File: src/rtl/axis_burst_drain.sv
// Burst drain: pops BURST_LEN beats once the FIFO holds them and re-emits them with tlast on the last beat (BURST_DRAIN_TIMEOUT_EN adds a partial-burst flush).
// Latency: 1 cycle from a FIFO pop to m_axis_tvalid; 1 beat/cycle within a burst.
// Backpressure: s_axis_tready only in BURST while the output slot is empty or draining; the slot holds while m_axis_tready is low.
module axis_burst_drain #(
  parameter int width          = 16,
  parameter int BURST_LEN      = 16,
  parameter int TIMEOUT_CYCLES = 1024
) (
  input  logic             clk,
  input  logic             rst,
  input  logic [31:0]      fifo_count,
  input  logic [width-1:0] s_axis_tdata,
  input  logic             s_axis_tvalid,
  output logic             s_axis_tready,
  output logic [width-1:0] m_axis_tdata,
  output logic             m_axis_tvalid,
  output logic             m_axis_tlast,
  input  logic             m_axis_tready,
  output logic             busy,
  output logic [31:0]      bursts_done
);

  localparam int CW = $clog2(BURST_LEN + 1);
  localparam logic [31:0]   BL32 = 32'(BURST_LEN);
  localparam logic [CW-1:0] BL_Q = CW'(BURST_LEN);

  if (BURST_LEN < 1) begin : g_bad_len
    $error("BURST_LEN must be at least 1");
  end
  if (TIMEOUT_CYCLES < 1) begin : g_bad_timeout
    $error("TIMEOUT_CYCLES must be at least 1");
  end

  typedef enum logic [1:0] {
    IDLE  = 2'd0,
    BURST = 2'd1,
    GAP   = 2'd2
  } state_t;

  state_t        state;
  logic [CW-1:0] beat_cnt;
  logic [CW-1:0] burst_len_q;
  logic          slot_free;
  logic          s_t;
  logic          m_t;
  logic          last_beat;
  logic          timeout_hit;

  assign slot_free     = !m_axis_tvalid || m_axis_tready;
  assign s_axis_tready = (state == BURST) && slot_free;
  assign s_t           = s_axis_tvalid && s_axis_tready;
  assign m_t           = m_axis_tvalid && m_axis_tready;
  assign last_beat     = (beat_cnt == burst_len_q - CW'(1));
  assign busy          = (state != IDLE) || m_axis_tvalid;

`ifdef BURST_DRAIN_TIMEOUT_EN
  localparam int TW = $clog2(TIMEOUT_CYCLES + 1);

  logic [TW-1:0] idle_timer;
  logic          partial;

  // Only a stranded remainder (non-empty, below a full burst) ages toward a flush.
  assign partial     = (state == IDLE) && (fifo_count != 32'd0) && (fifo_count < BL32);
  assign timeout_hit = partial && (idle_timer == TW'(TIMEOUT_CYCLES));

  always_ff @(posedge clk) begin
    if (rst || !partial) begin
      idle_timer <= '0;
    end else if (!timeout_hit) begin
      idle_timer <= idle_timer + TW'(1);
    end
  end
`else
  assign timeout_hit = 1'b0;
`endif

  always_ff @(posedge clk) begin
    if (rst) begin
      state         <= IDLE;
      beat_cnt      <= '0;
      burst_len_q   <= BL_Q;
      m_axis_tvalid <= 1'b0;
      m_axis_tlast  <= 1'b0;
      m_axis_tdata  <= '0;
      bursts_done   <= '0;
    end else begin
      if (s_t) begin
        m_axis_tdata  <= s_axis_tdata;
        m_axis_tvalid <= 1'b1;
        m_axis_tlast  <= last_beat;
      end else if (m_t) begin
        m_axis_tvalid <= 1'b0;
      end

      if (m_t && m_axis_tlast) begin
        bursts_done <= bursts_done + 32'd1;
      end

      case (state)
        IDLE: begin
          if (fifo_count >= BL32) begin
            burst_len_q <= BL_Q;
            beat_cnt    <= '0;
            state       <= BURST;
          end else if (timeout_hit) begin
            burst_len_q <= fifo_count[CW-1:0];
            beat_cnt    <= '0;
            state       <= BURST;
          end
        end
        BURST: begin
          if (s_t) begin
            if (last_beat) begin
              beat_cnt <= '0;
              state    <= GAP;
            end else begin
              beat_cnt <= beat_cnt + CW'(1);
            end
          end
        end
        // fifo_count is registered upstream, so give it one cycle to see the final pop.
        GAP:     state <= IDLE;
        default: state <= IDLE;
      endcase
    end
  end

endmodule

File: config.mk
export PLATFORM = sky130hd
export DESIGN_NAME = axis_burst_drain
export DESIGN_NICKNAME = d
export VERILOG_FILES = /design/src/rtl/axis_burst_drain.sv
export SDC_FILE = /design/constraint.sdc
export NUM_CORES = 1
export LEC_CHECK = 0
export ABC_AREA = 1
export BUFFER_PORTS_ARGS = -buffer_cell sky130_fd_sc_hd__buf_2
export CAP_MARGIN = 5
export CORE_UTILIZATION = 49
export DETAILED_ROUTE_END_ITERATION = 10
export PLACE_DENSITY = 0.77
export SYNTH_ARGS = -nofsm -noshare
export SYNTH_HDL_FRONTEND = slang
export SYNTH_SLANG_ARGS = --single-unit
File: constraint.sdc
create_clock -name clk -period 1.6 [get_ports clk]
set_input_delay 0.16 -clock clk [delete_from_list [all_inputs] [get_ports clk]]
set_output_delay 0.16 -clock clk [all_outputs]
set_load 0.02 [all_outputs]
==> impl_results.md <==
* Area Overhead vs Synth at 33.39%
* Synthesized area per cell at 6.936 um2
* Synth Warn # at 0
* Largest net degree at the start of global routing at 30
* Critical Path End Type: primary output
* Total Routing Usage GR at 24.20%
* Status: complete, no violations
* CTS tree: yes
* Gpl congestion at 0.7900
* Area of the multi-input gates at 1496 um2
* Switching Fraction at 22.42%
* Worst-path fanout max at 17
* Initial antenna violation count at 0
* Internal power at 2.631 mW
* Synth Register Bits at 57
* Clock root buffer: clkbuf_8
* Vias in the first global route at 2,731
* Critical Setup Path Class: register to primary output
* Clock power frac at 48.5%
* Clk buf depth at 2
* Num ports at 104
* Cts hold-fix bufs at 0
* Core ar. at 5507 um2
* Die ar. at 6010 um2
* Fmax at 655.4 MHz
* Mapped Area at 2795 um2
* Hold WC Path Type: input pin to register
* Pwr dens at 909.4 nW/um2
* Ant diodes at 0
* Clock Skew at 0.006578 ns
* Yosys cell types at 28
* Drc violations at 0
* Least-Margin Pin Slew at 0.7352 ns
* Initial Utilization at 50.76%
* Post-Syn Nets at 457
* Iteration count of the initial detailed-routing pass at 4
* Die Y at 77.53 um
* CTS Buf Count at 9
* Share of cells above drive strength 1 at 30.59%
* Total clock sinks at 57
* Ranking of synthesized cells by area: dfxtp_1, nand2_1, nor2_1
* Combinational share of power at 8.3%
* Post-Syn Instances at 403
* RSZ-0062 raised after global routing: false
* First-pass GRT wire length at 11,720 um
* Fin crit share at 95.36%
* Setup TNS at 0 ns
* Crit path buf inv count at 3
* Register area at 1149 um2
* Max-cap violations at 0
* # port buffers at 99
* Cell taking the most area after synthesis: dfxtp_1
* Synth top area share at 40.82%
* Post-route ant nets at 0
* Worst vdd ir at 0.9627 mV
* Final setup fails at 0
* Initial DRC count at 147
* Pins Over Slew Limit at 0
* Psw at 0.7603 mW
* Kind of cell adding the most delay to the critical path: buffers and inverters
* Nets at 572
* Total grt overflow at 0
* Final hold vios at 0
* Total power at 3.391 mW
* Fin crit period at 1.526 ns
* Slowest cell on crit path: dfxtp_1
* WL per Instance at 11.39 um
* Vias per cell at 4.985
* Worst EP arrival at 1.37 ns
* Row cnt at 27
* Worst path required time at 1.44 ns
* H-tree depth at 3
* Slowest stage delay, CP at 0.38 ns
* Seq/Total Area, Yosys at 40.82%
* Commonest cells after routing, fill and taps aside: buf_2, nand2_1, nor2_1
* Sequential Power Share at 43.2%
* Detailed placement HPWL at 4900 um
* Routed vias at 2,966
* Worst skew pair latency at 0.33 ns
* FILL cells at 491
* DIE WIDTH at 77.53 um
* WL final at 6776 um
* Pleak at 1.732 nW
* Most common library cell in the layout ignoring fill and taps: buf_2
* Crit path launch type: register
* Max-slew headroom at 50.69%
* Crit-path cells: inv_1 > nor2_2 > nor2_4 > buf_8 > buf_2
* Clock-pin slew on the worst setup and hold paths at 0.07 ns
[metrics by stage]
step / std cells / hold WS (ns) / instance area (um2) / util [%] / worst slack [ns]
6_report: 595 / 0.09385 / 3729 / 67.71 / 0.07419
4_1_cts: 592 / 0.08449 / 3674 / 66.71 / 0.02095
2_1_floorplan: 403 / 0.3244 / 2795 / - / 0.01796
3_3_place_gp: 576 / 0.4335 / 3421 / 62.12 / 0.1220
5_1_grt: 595 / 0.09960 / 3729 / 67.71 / 0.001515
3_5_place_dp: 576 / 0.4367 / 3421 / 62.12 / 0.07289
[synthesized netlist by cell type]
cell	count
xnor2_1	2
buf_4	1
nor4_1	2
nand3_1	35
nand2_1	97
inv_2	1
nand3_4	3
clkinv_1	1
clkbuf_1	4
xor2_1	2
buf_2	4
nand2_4	1
inv_1	36
nand4_1	8
a21oi_1	38
nor2_2	3
nand3_2	2
ha_1	2
nor2_4	8
o21a_1	2
dfxtp_1	57
a31oi_1	2
nand4_4	1
o21ai_0	14
nor2_1	68
nand2_2	3
and2_1	1
nor3_1	5
[final timing paths]
| path | slack, ns | from | cells past startpoint | to |
|---|---|---|---|---|
| max | 0.07 | m_axis_tvalid | 5 | s_axis_tready |
| min | 0.09 | s_axis_tdata[3] | 3 | m_axis_tdata[3] |
| max reg2reg | 0.13 | bursts_done[0] | 8 | bursts_done[8] |
| min reg2reg | 0.46 | m_axis_tdata[9] | 2 | m_axis_tdata[9] |
[per-layer routing]
layer | wire length, um | track usage, % | part of all wire [%]
met1 | 3029 | 28.64 | 45
met2 | 3295 | 40.00 | 49
met3 | 249 | 5.176 | 3.7
met4 | 201 | 14.53 | 3.0
met5 | 0 | 0 | 0
[kinds of logic after synthesis]
logic type                 Yosys count  share of synthesized area, %
AOI/OAI and AO/OA                   56                         10.30
xor gates and xnor gates             4                         1.254
adders and majority gates            2                        0.8951
buffers and inverters               47                         6.625
DFF                                 57                         40.82
and+or+nand+nor                    237                         40.11
[worst min-delay path, stage by stage]
cell and delay (ns):
buf_2 0.09, nand3_1 0.06, a21oi_1 0.06
[final cells by class]
cell class | instances | share of cell area (%)
repair buffers | 113 | 16.31
inverters | 38 | 3.826
clock inverters | 6 | 2.819
well taps | 72 | 2.416
multi-input cells | 299 | 40.13
flip-flops and latches | 57 | 30.81
clock buffers | 10 | 3.691
[what timing repair did]
item                       CTS  global route
setup endpoints to repair    2            15
pin swaps                    1             5
buffers inserted             0             3
hold endpoints to repair     0             0
resized for setup            5            10
[state kept, by name (all words and copies together), names as in the netlist]
register       cells
bursts_done       32
m_axis_tdata      16
beat_cnt           5
state              2
m_axis_tlast       1
m_axis_tvalid      1
[power groups by stage]
| stage | clock (mW) | sequential, mW | combinational (mW) |
|---|---|---|---|
| after global placement | 0 | 1.50 | 0.271 |
| final | 1.64 | 1.47 | 0.282 |
| after floorplan | 0 | 1.52 | 0.140 |
| after global routing | 1.73 | 1.47 | 0.314 |
| after detailed placement | 0 | 1.50 | 0.279 |
| after CTS | 1.66 | 1.47 | 0.283 |
Note: power is estimated with default switching activity, not from simulation.
